--- src/rtl/tlb_op_pkg.sv ---
// Shared types and constants for the CP0-side TLB maintenance initiator.
`ifndef TLB_IDX_BITS
`define TLB_IDX_BITS 4
`endif

package tlb_op_pkg;
  typedef enum logic [1:0] {
    TLBR  = 2'b00,
    TLBWI = 2'b01,
    TLBWR = 2'b10,
    TLBP  = 2'b11
  } tlb_op_t;

  typedef enum logic [1:0] {ST_IDLE, ST_EXEC, ST_DONE} tlb_st_t;

  localparam int          TLB_IDX_W      = `TLB_IDX_BITS;
  localparam logic [31:0] TLB_RAND_RESET = 32'((1 << TLB_IDX_W) - 1);
  localparam logic [15:0] LFSR_SEED      = 16'hACE1;

  typedef struct packed {
    tlb_op_t     op;
    logic [11:0] mask;
    logic [31:0] hi;
    logic [31:0] lo0;
    logic [31:0] lo1;
  } tlb_req_t;
endpackage

--- src/rtl/tlb_random_gen.sv ---
// CP0 Random source: wired-bounded down counter, or a 16-bit LFSR when
// TLB_OP_LFSR_RANDOM_EN is defined.
module tlb_random_gen
  import tlb_op_pkg::*;
#(
  parameter int IDX_BITS = `TLB_IDX_BITS,
  parameter int TLB_NUM  = 1 << IDX_BITS
) (
  input  logic                clk,
  input  logic                rst,
  input  logic [IDX_BITS-1:0] wired_i,
  input  logic                wired_we,
  output logic [IDX_BITS-1:0] random_o
);
  localparam logic [IDX_BITS-1:0] RAND_MAX = IDX_BITS'(TLB_NUM - 1);

`ifdef TLB_OP_LFSR_RANDOM_EN
  logic [15:0]         r_lfsr;
  logic                w_fb;
  logic [IDX_BITS-1:0] w_cand;

  // Taps 16,14,13,11 of x^16+x^14+x^13+x^11+1, shifting toward the MSB.
  assign w_fb = r_lfsr[15] ^ r_lfsr[13] ^ r_lfsr[12] ^ r_lfsr[10];

  always_ff @(posedge clk) begin
    if (rst || wired_we) r_lfsr <= LFSR_SEED;
    else                 r_lfsr <= {r_lfsr[14:0], w_fb};
  end

  assign w_cand   = r_lfsr[IDX_BITS-1:0];
  assign random_o = (w_cand < wired_i) ? RAND_MAX : w_cand;
`else
  logic [IDX_BITS-1:0] r_rand;

  // Reload covers reset, a Wired write, a saturated Wired and the wrap point.
  always_ff @(posedge clk) begin
    if (rst || wired_we || (wired_i >= RAND_MAX) || (r_rand == wired_i))
      r_rand <= RAND_MAX;
    else
      r_rand <= r_rand - 1'b1;
  end

  assign random_o = r_rand;
`endif
endmodule

--- src/rtl/tlb_op_unit.sv ---
// TLBR/TLBWI/TLBWR/TLBP initiator between the CP0 handler and the TLB port.
// Build option TLB_OP_LFSR_RANDOM_EN selects the LFSR Random source.
module tlb_op_unit
  import tlb_op_pkg::*;
#(
  parameter int IDX_BITS = `TLB_IDX_BITS,
  parameter int TLB_NUM  = 1 << IDX_BITS
) (
  input  logic                clk,
  input  logic                rst,
  input  logic                op_valid,
  output logic                op_ready,
  input  logic [1:0]          op_code,
  output logic                done,
  input  logic [31:0]         cp0_index_i,
  input  logic [31:0]         cp0_entryhi_i,
  input  logic [31:0]         cp0_entrylo0_i,
  input  logic [31:0]         cp0_entrylo1_i,
  input  logic [11:0]         cp0_pagemask_i,
  input  logic [IDX_BITS-1:0] wired_i,
  input  logic                wired_we,
  output logic [31:0]         random_o,
  output logic                tlb_we,
  output logic [31:0]         tlb_index_o,
  output logic [11:0]         tlb_mask_o,
  output logic [31:0]         tlb_entryhi_o,
  output logic [31:0]         tlb_entrylo0_o,
  output logic [31:0]         tlb_entrylo1_o,
  input  logic [11:0]         tlb_mask_i,
  input  logic [31:0]         tlb_entryhi_i,
  input  logic [31:0]         tlb_entrylo0_i,
  input  logic [31:0]         tlb_entrylo1_i,
  input  logic [31:0]         tlb_probe_index_i,
  output logic                wb_index_we,
  output logic [31:0]         wb_index,
  output logic                wb_entry_we,
  output logic [31:0]         wb_entryhi,
  output logic [31:0]         wb_entrylo0,
  output logic [31:0]         wb_entrylo1,
  output logic [11:0]         wb_mask
);
  tlb_st_t             r_st, w_st_nxt;
  tlb_req_t            r_req;
  tlb_op_t             w_op_in;
  logic [IDX_BITS-1:0] r_idx, w_rand;
  logic                w_accept;
  logic                w_unused;

  assign w_unused = ^cp0_index_i[31:IDX_BITS];

  tlb_random_gen #(.IDX_BITS(IDX_BITS), .TLB_NUM(TLB_NUM)) u_rand (
    .clk      (clk),
    .rst      (rst),
    .wired_i  (wired_i),
    .wired_we (wired_we),
    .random_o (w_rand)
  );

  assign random_o = 32'(w_rand);
  assign w_op_in  = tlb_op_t'(op_code);
  assign w_accept = (r_st == ST_IDLE) && op_valid;

  always_ff @(posedge clk) begin
    if (rst) r_st <= ST_IDLE;
    else     r_st <= w_st_nxt;
  end

  // Strobes are masked by rst so a reset cycle never commits a write-back.
  always_comb begin
    w_st_nxt    = r_st;
    op_ready    = 1'b0;
    done        = 1'b0;
    tlb_we      = 1'b0;
    wb_entry_we = 1'b0;
    wb_index_we = 1'b0;
    case (r_st)
      ST_IDLE: begin
        op_ready = 1'b1;
        if (op_valid) w_st_nxt = ST_EXEC;
      end
      ST_EXEC: begin
        tlb_we   = !rst && ((r_req.op == TLBWI) || (r_req.op == TLBWR));
        w_st_nxt = ST_DONE;
      end
      ST_DONE: begin
        done        = !rst;
        wb_entry_we = !rst && (r_req.op == TLBR);
        wb_index_we = !rst && (r_req.op == TLBP);
        w_st_nxt    = ST_IDLE;
      end
      default: w_st_nxt = ST_IDLE;
    endcase
  end

  always_ff @(posedge clk) begin
    if (rst) begin
      r_req       <= '0;
      r_idx       <= '0;
      wb_index    <= '0;
      wb_entryhi  <= '0;
      wb_entrylo0 <= '0;
      wb_entrylo1 <= '0;
      wb_mask     <= '0;
    end else begin
      if (w_accept) begin
        r_req.op   <= w_op_in;
        r_req.mask <= cp0_pagemask_i;
        r_req.hi   <= cp0_entryhi_i;
        r_req.lo0  <= cp0_entrylo0_i;
        r_req.lo1  <= cp0_entrylo1_i;
        // TLBWR takes Random as it stood before any same-cycle Wired write.
        r_idx      <= (w_op_in == TLBWR) ? w_rand : cp0_index_i[IDX_BITS-1:0];
      end
      if ((r_st == ST_EXEC) && (r_req.op == TLBR)) begin
        wb_mask     <= tlb_mask_i;
        wb_entryhi  <= tlb_entryhi_i;
        wb_entrylo0 <= tlb_entrylo0_i;
        wb_entrylo1 <= tlb_entrylo1_i;
      end
      if ((r_st == ST_EXEC) && (r_req.op == TLBP))
        wb_index <= tlb_probe_index_i;
    end
  end

  assign tlb_index_o    = 32'(r_idx);
  assign tlb_mask_o     = r_req.mask;
  assign tlb_entryhi_o  = r_req.hi;
  assign tlb_entrylo0_o = r_req.lo0;
  assign tlb_entrylo1_o = r_req.lo1;
endmodule

--- config.mk ---
export PLATFORM = sky130hd
export DESIGN_NAME = tlb_op_unit
export DESIGN_NICKNAME = d
export VERILOG_FILES = /design/src/rtl/tlb_op_pkg.sv /design/src/rtl/tlb_random_gen.sv /design/src/rtl/tlb_op_unit.sv
export SDC_FILE = /design/constraint.sdc
export NUM_CORES = 1
export LEC_CHECK = 0
export ABC_AREA = 1
export BUFFER_PORTS_ARGS = -buffer_cell sky130_fd_sc_hd__buf_4
export CAP_MARGIN = 20
export CORE_AREA = 2 2 236 238
export DETAILED_ROUTE_END_ITERATION = 10
export DIE_AREA = 0 0 238 240
export GPL_ROUTABILITY_DRIVEN = 0
export PLACE_DENSITY_LB_ADDON = 0.2
export SETUP_SLACK_MARGIN = 0.15
export SLEW_MARGIN = 0
export SYNTH_ARGS = -nofsm -noshare
export SYNTH_HDL_FRONTEND = slang
export SYNTH_HIERARCHICAL = 1
export SYNTH_SLANG_ARGS = --single-unit
export TNS_END_PERCENT = 5
--- constraint.sdc ---
create_clock -name clk -period 1.5 [get_ports clk]
set_input_delay 0.3 -clock clk [delete_from_list [all_inputs] [get_ports clk]]
set_output_delay 0.3 -clock clk [all_outputs]
set_load 0.005 [all_outputs]
==> flow_metrics.py <==
metrics = {
    "run_status": {
        "status": "finished with violations",
        "violations": "negative setup slack",
    },
    "timing": {
        "post-route-period-util_pct": 122,
        "timing.fmax_mhz": 548,
        "whs_ps": 9.82,
        "finalHoldViolCount": 0,
        "worst_slack_ps": -324,
        "tns_ps": -1220,
        "finalCriticalPeriod_ps": 1820,
        "setup_viol": 7,
        "rsz0062_at_grt": "true",
        "maxSlewViolCount": 0,
        "fin_skew_ps": 15.6,
    },
    "floorplanning": {
        "die_h_um": 240,
        "rows": 86,
        "ios": 607,
        "die_w_um": 238,
        "die_area_um2": 57100,
        "core_um2": 54700,
        "start_util_pct": 19.1,
    },
    "routing": {
        "wl_mm": 44.1,
        "drc_errors": 0,
        "antenna_left": 0,
        "viasPerCell": 3.95,
        "wl_per_cell_um": 16.1,
        "drt-initial-drc-count": 308,
        "firstDrtPassIters": 6,
        "vias": 10788,
    },
    "logic_synthesis": {
        "ys_types": 25,
        "ys.warnings.count": 6,
        "ys_seq_elements": 260,
        "syn-cell-area_um2": 10400,
        "yosysSeqAreaShare_pct": 49.8,
        "syn_area_per_cell_um2": 7.70,
        "syn_inst": 1356,
    },
    "setup_path": {
        "crit_fanout": 2,
        "path_cells": "inv_2 -> ha_4 -> nand2_4 -> nor2_4 -> buf_6 -> buf_6",
        "crit_top_cell": "buf_6",
        "r2r_slack_ps": -20,
        "r2r-start": "r_st[1]",
        "crit_required_ps": 1200,
        "reg2reg_depth": 9,
        "crit_path_start_kind": "flop",
        "end_kind": "primary output",
        "worstPathArrival_ps": 1520,
        "slowest_delay_ps": 340,
        "cp_slowest_cell": "dfxtp_2",
        "r2r-end": "tlb_entryhi_o[7]",
        "path_class": "flop to primary output",
    },
    "grt": {
        "grtUsageMet2_pct": 23.2,
        "grtUsageTotal_pct": 13.4,
        "grt_pass1_wl_mm": 59.7,
        "grt_max_degree": 84,
        "grtUsageMet3_pct": 4.41,
        "grt.met1_usage_pct": 15.0,
        "busiest_layer": "met2",
        "antenna_found_initial": 2,
        "grt_overflow_total": 0,
        "grt_pass1_vias": 10494,
    },
    "clock_tree": {
        "cts_tree": "done",
        "clockBufferDepth": 3,
        "htree_num_levels": 2,
        "path_clk_slew_ps": 60,
        "cts.sinks": 260,
        "cts_root_buf": "clkbuf_16",
        "cts_inserted_buffers": 35,
        "clkLatencyLatePin_ps": 530,
    },
    "min_path": {
        "holdPathStages": 3,
        "min-delay-start": "cp0_entrylo0_i[29]",
        "min_path_type": "primary input to flop",
        "whs_endpoint": "tlb_entrylo0_o[29]",
    },
    "layout": {
        "final_cell_mix": "buf_4, nor2_1, dlygate4sd3_1",
        "nFillCells": 5644,
        "drive_above_1_share_pct": 50.1,
        "final_common_cell": "buf_4",
        "area.sequential_um2": 5340,
        "area_delta_synth_final_pct": 89.1,
        "postLayoutCellArea_um2": 19700,
        "finalNetCount": 2294,
        "multi_input_area_um2": 4980,
    },
    "pwr": {
        "powerDensity_nw_per_um2": 978,
        "leakage_nw": 8.71,
        "ir_worst_vdd_uv": 687,
        "total_power_mw": 19.3,
    },
    "placed_design": {
        "io_buffers": 522,
        "postPlaceCellArea_um2": 14400,
        "dp_hpwl_mm": 28.8,
        "place_worst_setup_slack_ps": 22.3,
    },
    "run": {
        "maxCapViolations": 0,
    },
}
## worst max path at each step
stage / startpoint / endpoint / slack [ps] / depth (start not counted)
finish: r_req[109] / tlb_we / -320 / 6
global route: r_req[108] / tlb_we / -410 / 6
CTS: r_req[108] / tlb_we / -420 / 6
detailed placement: r_req[108] / tlb_we / 20 / 6
global placement: r_req[108] / tlb_we / 50 / 6
floorplan: r_req[108] / wb_entryhi[11] / 160 / 9
## metrics by stage
step	util (%)	cells
after detailed placement	26.3	2433
after CTS	33.6	2702
after floorplan	-	1411
final	36.1	2729
after global routing	36.1	2729
after global placement	26.3	2433
## logic make-up after synthesis
group,count (synthesis),synth area share (%)
flip-flops,260,49.8
XOR/XNOR,1,0.0839
AO/OA/AOI/OAI,250,12.0
other,1,0.0359
AND/OR/NAND/NOR,569,20.9
adder cells (fa/ha/maj),3,0.359
buffers and inverters,272,16.8
## worst max-delay path, delay by kind of cell, from the launching register on
kind / cells / cell delay, ps
DFF: 1 / 340
adders and majority gates: 1 / 260
buffers and inverters: 3 / 240
and+or+nand+nor: 2 / 150
## report_power, final
group / total (mW) / internal [mW] / switching (mW)
combinational: 3.52 / 1.97 / 1.55
clock: 8.23 / 4.96 / 3.27
sequential: 7.57 / 7.32 / 0.252
## area by class of cell
| class | instances | area share, % |
|---|---|---|
| clock inverter | 10 | 0.608 |
| timing repair inverter | 1 | 0.0824 |
| sequential | 260 | 27.0 |
| multi-input combinational | 880 | 25.2 |
| timing repair buffer | 796 | 36.9 |
| inverter | 27 | 0.665 |
| antenna | 1 | 0.0127 |
| tap | 704 | 4.46 |
| clock buffer | 50 | 5.03 |
## repair_timing
item	in CTS	in global routing
setup endpoints to repair	167	317
setup buffers	11	9
hold endpoints to repair	198	1
cloned	0	16
hold buffers	198	1
gates resized for setup	285	326
pin swaps	121	109
## synthesized netlist by cell type
library cell,instances,area (µm²)
nand3_1,15,75.1
buf_1,1,3.75
xnor2_1,1,8.76
nor3_1,2,10.0
clkbuf_2,5,25.0
clkbuf_1,38,143
inv_1,23,86.3
nand2_2,4,25.0
buf_4,180,1350
inv_2,3,11.3
nor2_1,239,897
nand4_1,1,6.26
or2_2,1,6.26
buf_2,18,90.1
ha_1,3,37.5
conb_1,1,3.75
o21ai_0,110,551
clkinv_2,1,5.00
a21oi_1,140,701
and2_1,1,6.26
nor2_4,1,11.3
nand2_1,303,1140
nor2_2,2,12.5
buf_6,3,33.8
dfxtp_1,260,5200
## registers in the layout, summed over array words and instances, names as in the netlist, 4 cells and up
| signal | count |
|---|---|
| r_idx | 4 |
| tlb_entryhi_o | 32 |
| tlb_entrylo0_o | 32 |
| tlb_entrylo1_o | 32 |
| tlb_mask_o | 12 |
| u_rand/random_o | 4 |
| wb_entryhi | 32 |
| wb_entrylo0 | 32 |
| wb_entrylo1 | 32 |
| wb_index | 32 |
| wb_mask | 12 |
## per-layer routing
layer / part of all wire (%) / routed length [µm]
met5: 0.025 / 11
met2: 50 / 22000
met4: 3.8 / 1660
met1: 39 / 17300
met3: 7.0 / 3070
Note: power is estimated with default switching activity, not from simulation.
